$ cat src/rtl/video_pkg.sv
// Shared types, defaults and the test-pattern function used by the pattern
// master and by anything that needs to predict its output.
package video_pkg;

  localparam int H_PIXELS_DEF = 800;
  localparam int V_PIXELS_DEF = 480;

  typedef logic [31:0] pix_t;

  typedef enum logic [1:0] {
    IDLE  = 2'd0,
    WRITE = 2'd1,
    READ  = 2'd2,
    DONE  = 2'd3
  } pm_state_t;

  function automatic pix_t pattern_pix(input logic [7:0] x, input logic [7:0] y);
    return {8'h00, x, y, x ^ y};
  endfunction

endpackage

$ cat src/rtl/avm_pattern_master_if.sv
// Avalon-MM request/response bundle between the pattern master and its
// memory responder.
interface avm_pattern_master_if;

  logic [31:0] avm_address;
  logic        avm_write;
  logic        avm_read;
  logic [31:0] avm_writedata;
  logic [3:0]  avm_byteenable;
  logic [31:0] avm_readdata;
  logic        avm_waitrequest;

  modport master (
    output avm_address, avm_write, avm_read, avm_writedata, avm_byteenable,
    input  avm_readdata, avm_waitrequest
  );

  modport slave (
    input  avm_address, avm_write, avm_read, avm_writedata, avm_byteenable,
    output avm_readdata, avm_waitrequest
  );

endinterface

$ cat src/rtl/pixel_scan.sv
// Raster scan counter: x fastest, then y, with a running byte address that
// steps by one word per advance and wraps to BASE_ADDR after the last pixel.
module pixel_scan #(
  parameter int          H_PIXELS  = 800,
  parameter int          V_PIXELS  = 480,
  parameter logic [31:0] BASE_ADDR = 32'h0000_0000,
  parameter int          XW        = (H_PIXELS > 1) ? $clog2(H_PIXELS) : 1,
  parameter int          YW        = (V_PIXELS > 1) ? $clog2(V_PIXELS) : 1
) (
  input  logic          i_clk,
  input  logic          i_rst,
  input  logic          i_clear,
  input  logic          i_advance,
  output logic [XW-1:0] o_x,
  output logic [YW-1:0] o_y,
  output logic [31:0]   o_addr,
  output logic          o_last
);

  localparam logic [XW-1:0] X_LAST = XW'(H_PIXELS - 1);
  localparam logic [YW-1:0] Y_LAST = YW'(V_PIXELS - 1);

  logic [XW-1:0] r_x;
  logic [YW-1:0] r_y;
  logic [31:0]   r_addr;
  logic          w_x_wrap;

  assign w_x_wrap = (r_x == X_LAST);
  assign o_last   = w_x_wrap && (r_y == Y_LAST);
  assign o_x      = r_x;
  assign o_y      = r_y;
  assign o_addr   = r_addr;

  // Wrapping on the last pixel lets the read pass start from (0,0) with no extra cycle.
  always_ff @(posedge i_clk or posedge i_rst) begin
    if (i_rst) begin
      r_x    <= '0;
      r_y    <= '0;
      r_addr <= BASE_ADDR;
    end else if (i_clear || (i_advance && o_last)) begin
      r_x    <= '0;
      r_y    <= '0;
      r_addr <= BASE_ADDR;
    end else if (i_advance) begin
      r_addr <= r_addr + 32'd4;
      if (w_x_wrap) begin
        r_x <= '0;
        r_y <= r_y + 1'b1;
      end else begin
        r_x <= r_x + 1'b1;
      end
    end
  end

endmodule

$ cat src/rtl/avm_pattern_master.sv
// Avalon-MM initiator that writes a deterministic RGB test frame and can
// read it back, counting mismatching words.
module avm_pattern_master
  import video_pkg::*;
#(
  parameter int          H_PIXELS  = H_PIXELS_DEF,
  parameter int          V_PIXELS  = V_PIXELS_DEF,
  parameter logic [31:0] BASE_ADDR = 32'h0000_0000
) (
  input  logic                 sys_clk,
  input  logic                 sys_rst,
  input  logic                 start,
  input  logic                 verify_en,
  avm_pattern_master_if.master avm,
  output logic                 busy,
  output logic                 done,
  output logic [15:0]          err_count,
  output logic [31:0]          first_err_addr
);

  localparam int XW = (H_PIXELS > 1) ? $clog2(H_PIXELS) : 1;
  localparam int YW = (V_PIXELS > 1) ? $clog2(V_PIXELS) : 1;

  pm_state_t     r_state;
  pm_state_t     w_state_nxt;
  logic          r_verify;
  logic [15:0]   r_err_count;
  logic [31:0]   r_first_err_addr;
  logic [XW-1:0] w_x;
  logic [YW-1:0] w_y;
  logic [31:0]   w_addr;
  logic          w_last;
  logic          w_req;
  logic          w_acc;
  logic          w_clear;
  logic          w_mismatch;
  pix_t          w_exp;

  pixel_scan #(
    .H_PIXELS  (H_PIXELS),
    .V_PIXELS  (V_PIXELS),
    .BASE_ADDR (BASE_ADDR),
    .XW        (XW),
    .YW        (YW)
  ) u_scan (
    .i_clk     (sys_clk),
    .i_rst     (sys_rst),
    .i_clear   (w_clear),
    .i_advance (w_acc),
    .o_x       (w_x),
    .o_y       (w_y),
    .o_addr    (w_addr),
    .o_last    (w_last)
  );

  assign w_exp      = pattern_pix(8'(w_x), 8'(w_y));
  assign w_req      = (r_state == WRITE) || (r_state == READ);
  assign w_acc      = w_req && !avm.avm_waitrequest;
  assign w_clear    = (r_state == IDLE);
  assign w_mismatch = (r_state == READ) && w_acc && (avm.avm_readdata != w_exp);

  always_ff @(posedge sys_clk or posedge sys_rst) begin
    if (sys_rst) r_state <= IDLE;
    else         r_state <= w_state_nxt;
  end

  // Request outputs decode purely from registered state and scan counters, so they hold under stall.
  always_comb begin
    w_state_nxt        = r_state;
    avm.avm_write      = 1'b0;
    avm.avm_read       = 1'b0;
    avm.avm_address    = 32'h0;
    avm.avm_writedata  = 32'h0;
    avm.avm_byteenable = 4'h0;
    busy               = 1'b0;
    done               = 1'b0;
    case (r_state)
      IDLE: begin
        if (start) w_state_nxt = WRITE;
      end
      WRITE: begin
        avm.avm_write      = 1'b1;
        avm.avm_address    = w_addr;
        avm.avm_writedata  = w_exp;
        avm.avm_byteenable = 4'hF;
        busy               = 1'b1;
        if (w_acc && w_last) w_state_nxt = r_verify ? READ : DONE;
      end
      READ: begin
        avm.avm_read       = 1'b1;
        avm.avm_address    = w_addr;
        avm.avm_byteenable = 4'hF;
        busy               = 1'b1;
        if (w_acc && w_last) w_state_nxt = DONE;
      end
      DONE: begin
        done        = 1'b1;
        w_state_nxt = IDLE;
      end
      default: w_state_nxt = IDLE;
    endcase
  end

  // err_count only grows within a run, so zero means no mismatch has been recorded yet.
  always_ff @(posedge sys_clk or posedge sys_rst) begin
    if (sys_rst) begin
      r_verify         <= 1'b0;
      r_err_count      <= 16'h0;
      r_first_err_addr <= 32'h0;
    end else if ((r_state == IDLE) && start) begin
      r_verify         <= verify_en;
      r_err_count      <= 16'h0;
      r_first_err_addr <= 32'h0;
    end else if (w_mismatch) begin
      if (r_err_count != 16'hFFFF) r_err_count <= r_err_count + 16'd1;
      if (r_err_count == 16'h0)    r_first_err_addr <= w_addr;
    end
  end

  assign err_count      = r_err_count;
  assign first_err_addr = r_first_err_addr;

endmodule

$ cat src/flat_wrapper.sv
// flat-port wrapper written by rule: the top's interface ports become plain ports
module avm_pattern_master_flat import video_pkg::*;
#(
  parameter int          H_PIXELS  = H_PIXELS_DEF,
  parameter int          V_PIXELS  = V_PIXELS_DEF,
  parameter logic [31:0] BASE_ADDR = 32'h0000_0000
)
  (sys_clk, sys_rst, start, verify_en, busy, done, err_count, first_err_addr, avm_avm_address, avm_avm_write, avm_avm_read, avm_avm_writedata, avm_avm_byteenable, avm_avm_readdata, avm_avm_waitrequest);
  avm_pattern_master_if avm_i ();
  input  logic sys_clk;
  input  logic sys_rst;
  input  logic start;
  input  logic verify_en;
  output logic busy;
  output logic done;
  output logic [15:0] err_count;
  output logic [31:0] first_err_addr;
  output wire logic [$bits(avm_i.avm_address)-1:0] avm_avm_address;
  output wire logic [$bits(avm_i.avm_write)-1:0] avm_avm_write;
  output wire logic [$bits(avm_i.avm_read)-1:0] avm_avm_read;
  output wire logic [$bits(avm_i.avm_writedata)-1:0] avm_avm_writedata;
  output wire logic [$bits(avm_i.avm_byteenable)-1:0] avm_avm_byteenable;
  input wire logic [$bits(avm_i.avm_readdata)-1:0] avm_avm_readdata;
  input wire logic [$bits(avm_i.avm_waitrequest)-1:0] avm_avm_waitrequest;
  assign avm_avm_address = avm_i.avm_address;
  assign avm_avm_write = avm_i.avm_write;
  assign avm_avm_read = avm_i.avm_read;
  assign avm_avm_writedata = avm_i.avm_writedata;
  assign avm_avm_byteenable = avm_i.avm_byteenable;
  assign avm_i.avm_readdata = avm_avm_readdata;
  assign avm_i.avm_waitrequest = avm_avm_waitrequest;
  avm_pattern_master #(.H_PIXELS(H_PIXELS), .V_PIXELS(V_PIXELS), .BASE_ADDR(BASE_ADDR)) u_core (.sys_clk(sys_clk), .sys_rst(sys_rst), .start(start), .verify_en(verify_en), .avm(avm_i), .busy(busy), .done(done), .err_count(err_count), .first_err_addr(first_err_addr));
endmodule
$ cat config.mk
export PLATFORM = sky130hd
export DESIGN_NAME = avm_pattern_master_flat
export DESIGN_NICKNAME = d
export VERILOG_FILES = /design/src/rtl/video_pkg.sv /design/src/rtl/avm_pattern_master_if.sv /design/src/rtl/pixel_scan.sv /design/src/rtl/avm_pattern_master.sv /design/src/flat_wrapper.sv
export SDC_FILE = /design/constraint.sdc
export NUM_CORES = 1
export LEC_CHECK = 0
export CAP_MARGIN = 20
export CORE_ASPECT_RATIO = 2
export CORE_MARGIN = 3
export CORE_UTILIZATION = 50
export DETAILED_ROUTE_END_ITERATION = 16
export GPL_ROUTABILITY_DRIVEN = 1
export PLACE_DENSITY_LB_ADDON = 0.1
export SYNTH_ARGS = -nofsm -noshare
export SYNTH_HDL_FRONTEND = slang
export SYNTH_HIERARCHICAL = 1
export SYNTH_SLANG_ARGS = --single-unit
$ cat constraint.sdc
create_clock -name sys_clk -period 3.75 [get_ports sys_clk]
set_input_delay 0.75 -clock sys_clk [delete_from_list [all_inputs] [get_ports sys_clk]]
set_output_delay 0.75 -clock sys_clk [all_outputs]
set_load 0.02 [all_outputs]
==> impl_metrics.ini <==
[yosys]
synth_seq_cells = 100
syn_avg_cell_area_um2 = 9.27
synth_flop_cell = dfrtp_1
mappedNetlistArea_um2 = 6050
synthCells = 653
synth.distinct_cells = 56
synth_commonest_cells = dfrtp_1, and2_1, nor2_1
synth-edff-count = 0
synthMostInstantiatedCell = dfrtp_1
synthArstFlopShare_pct = 100
synth_top_area_cell = dfrtp_1
yosysTopAreaCellShare_pct = 41.3
yosys_warnings = 6
synthTopCellsByArea = dfrtp_1, and2_1, a21oi_1
synth-seq-area-share_pct = 41.3

[setup_path]
crit_buf_inv = 3
slowest_stage = clkdlybuf4s50_1
end_kind = output pin
critical_path_required_ps = 3000
crit_chain = inv_1, ha_1, buf_4, and2_1, clkdlybuf4s50_1
worstPathMaxFanout = 31
slowest_delay_ps = 620
critical_path_class = register to output pin
cp_data_arrival_time_ps = 2470
path_delay_family = buffers and inverters
start_kind = register

[die]
initial_utilization_pct = 51.4
die_area_um2 = 13500
die_y_um = 162
die_w_um = 83.8
top_level_ports = 157
rows = 56
coreArea_um2 = 11800

[sta]
rsz0062_at_grt = false
setup_tns_ps = 0
slew_violations = 0
fin_crit_sh_pct = 85.7
setup_viol = 0
slew_headroom_pct = 36.7
clock_skew_ps = 7.21
hold_viol_final = 0
post-route-worst-setup-slack_ps = 535
post-route-min-period_ps = 3220
worst_pin_slew_ps = 950
fmax_mhz = 311

[clock_tree]
postCtsSetupBuffers = 0
cts_resized = 0
cts_hold_buf = 0
clock_latency_ps = 340
cts-buffers-inserted = 9
cts_buffer_depth = 2
clock_sinks = 100
cts_tree = yes
clk_pin_slew_ps = 60
htree_levels = 3
cts_root_buffer = clkbuf_16

[route]
drt_iter0_drc = 316
vias = 5405
vias_per_cell = 5.82
antenna_left = 0
first_pass_iters = 5
drc = 0
routedWlPerCell_um = 18.4
totalWireLength_um = 17100

[power_and_ir_drop]
power_frac_clock_pct = 26.3
max-vdd-ir-drop_mv = 0.311
p_per_area_nw_per_um2 = 442
pwr-share-comb_pct = 37.9
intPower_mw = 2.15
leakage_nw = 3.18
power_switching_mw = 1.32
pwr-share-seq_pct = 35.7
netSwitchingFraction_pct = 38.0

[hold_path]
worst_hold_path_type = register to register

[final_layout]
diodes = 0
syn_to_final_growth_pct = 29.6
drive_gt1_share_pct = 4.98
final_nets = 826

[grt]
grt_pass1_vias = 5497
grt.total_usage_pct = 25.7
grt_max_degree = 50
grt_pass1_wl_um = 28100
overflow = 0
antenna_found_initial = 0

[place]
place.gp.congestion = 0.969
dp_hpwl_um = 12500
portBuffers = 146
pre_cts_ws_ps = 703

[run]
drv_cap = 0

[status]
outcome = finished, final reports clean
[registers in the layout (all words and copies together), names as in the netlist]
signal                 cells
u_core/first_err_addr     32
u_core/u_scan/o_x         10
u_core/u_scan/o_addr      30
u_core/u_scan/o_y          9
u_core/err_count          16
u_core/r_verify            1
u_core/r_state             2
[power by group through the flow]
stage / Sequential [mW] / Clock [mW] / Combinational (mW)
floorplan: 1.26 / 0 / 0.884
global placement: 1.25 / 0 / 1.29
detailed placement: 1.26 / 0 / 1.32
CTS: 1.24 / 0.926 / 1.32
global route: 1.25 / 0.968 / 1.43
finish: 1.24 / 0.913 / 1.32
[final cells by class]
cell class	instances	area (µm²)
clock buffers	10	229
clock inverters	4	51.3
fillers	978	3930
inverters	15	56.3
multi-input cells	500	3280
flip-flops and latches	100	2500
well taps	145	181
repair buffers	154	1550
[worst min-delay path, cell delays in order, from the launching register on]
cell,delay [ps]
dfrtp_1,350
nand2_1,60
nand2_1,60
[path summary, 6_finish.rpt]
path	startpoint	to	slack, ps	cells past startpoint
worst max-delay path	u_core/r_state[0]$_DFFE_PP0P_	avm_avm_address[5]	530	5
worst min-delay path	u_core/r_verify$_DFFE_PP0P_	u_core/r_verify$_DFFE_PP0P_	510	2
worst max register to register	u_core/r_state[0]$_DFFE_PP0P_	u_core/u_scan/o_addr[31]$_DFFE_PP0P_	890	8
worst min register to register	u_core/r_verify$_DFFE_PP0P_	u_core/r_verify$_DFFE_PP0P_	510	2
max in group asynchronous	sys_rst	u_core/first_err_addr[1]$_DFFE_PP0P_	2410	3
min in group asynchronous	sys_rst	u_core/u_scan/o_addr[20]$_DFFE_PP0P_	690	2
[metrics by stage]
step / util (%) / instances / hold slack (ps) / cell area, µm² / total power [mW]
finish: 66.6 / 928 / 509 / 7840 / 3.47
global route: 66.6 / 928 / 552 / 7840 / 3.65
CTS: 66.5 / 927 / 516 / 7820 / 3.48
detailed placement: 64.1 / 913 / 482 / 7540 / 2.57
global placement: 63.9 / 912 / 477 / 7520 / 2.54
floorplan: - / 661 / 446 / 6080 / 2.14
[cells in the final DEF (no fill, tap or decap), types with 4 or more instances in the layout]
master / synthesis / routed
or4_1: 21 / 21
buf_4: 14 / 6
ha_1: 9 / 9
or3_1: 14 / 14
nand2_1: 41 / 41
xnor2_1: 24 / 24
xnor3_1: 5 / 5
nand3_1: 23 / 23
clkbuf_16: 0 / 9
nor3_1: 5 / 5
mux2i_1: 23 / 23
dfrtp_1: 100 / 100
nor2_1: 51 / 51
and4_1: 5 / 5
o31ai_1: 20 / 20
clkdlybuf4s50_1: 0 / 146
xor2_1: 20 / 20
o211ai_1: 5 / 5
nor4_1: 7 / 7
conb_1: 2 / 10
o21ai_0: 30 / 30
a21oi_1: 50 / 50
o41ai_1: 4 / 4
inv_1: 15 / 13
and3_1: 8 / 8
nand4_1: 23 / 23
and2_1: 64 / 63
[logic make-up (layout without fill, tap and decap cells)]
| group | after synthesis | in the layout | synth area share (%) |
|---|---|---|---|
| simple gates | 285 | 285 | 26.8 |
| compound gates | 123 | 123 | 12.6 |
| flops | 100 | 100 | 41.3 |
| buf+inv | 61 | 183 | 5.06 |
| xor+xnor | 49 | 49 | 8.22 |
| mux | 24 | 24 | 3.99 |
| fa+ha+maj | 9 | 9 | 1.86 |
| other cells | 2 | 10 | 0.124 |
[per-layer routing]
layer  track usage [%]  part of all wire, %  vias up
met1              27.4                   36     2637
li1                  -                    -     2567
met3              4.29                  4.4       34
met5                 0                    0        -
met2              49.5                   57      167
met4              9.30                  2.7        0
No activity file was read; power rests on OpenSTA's default activity.
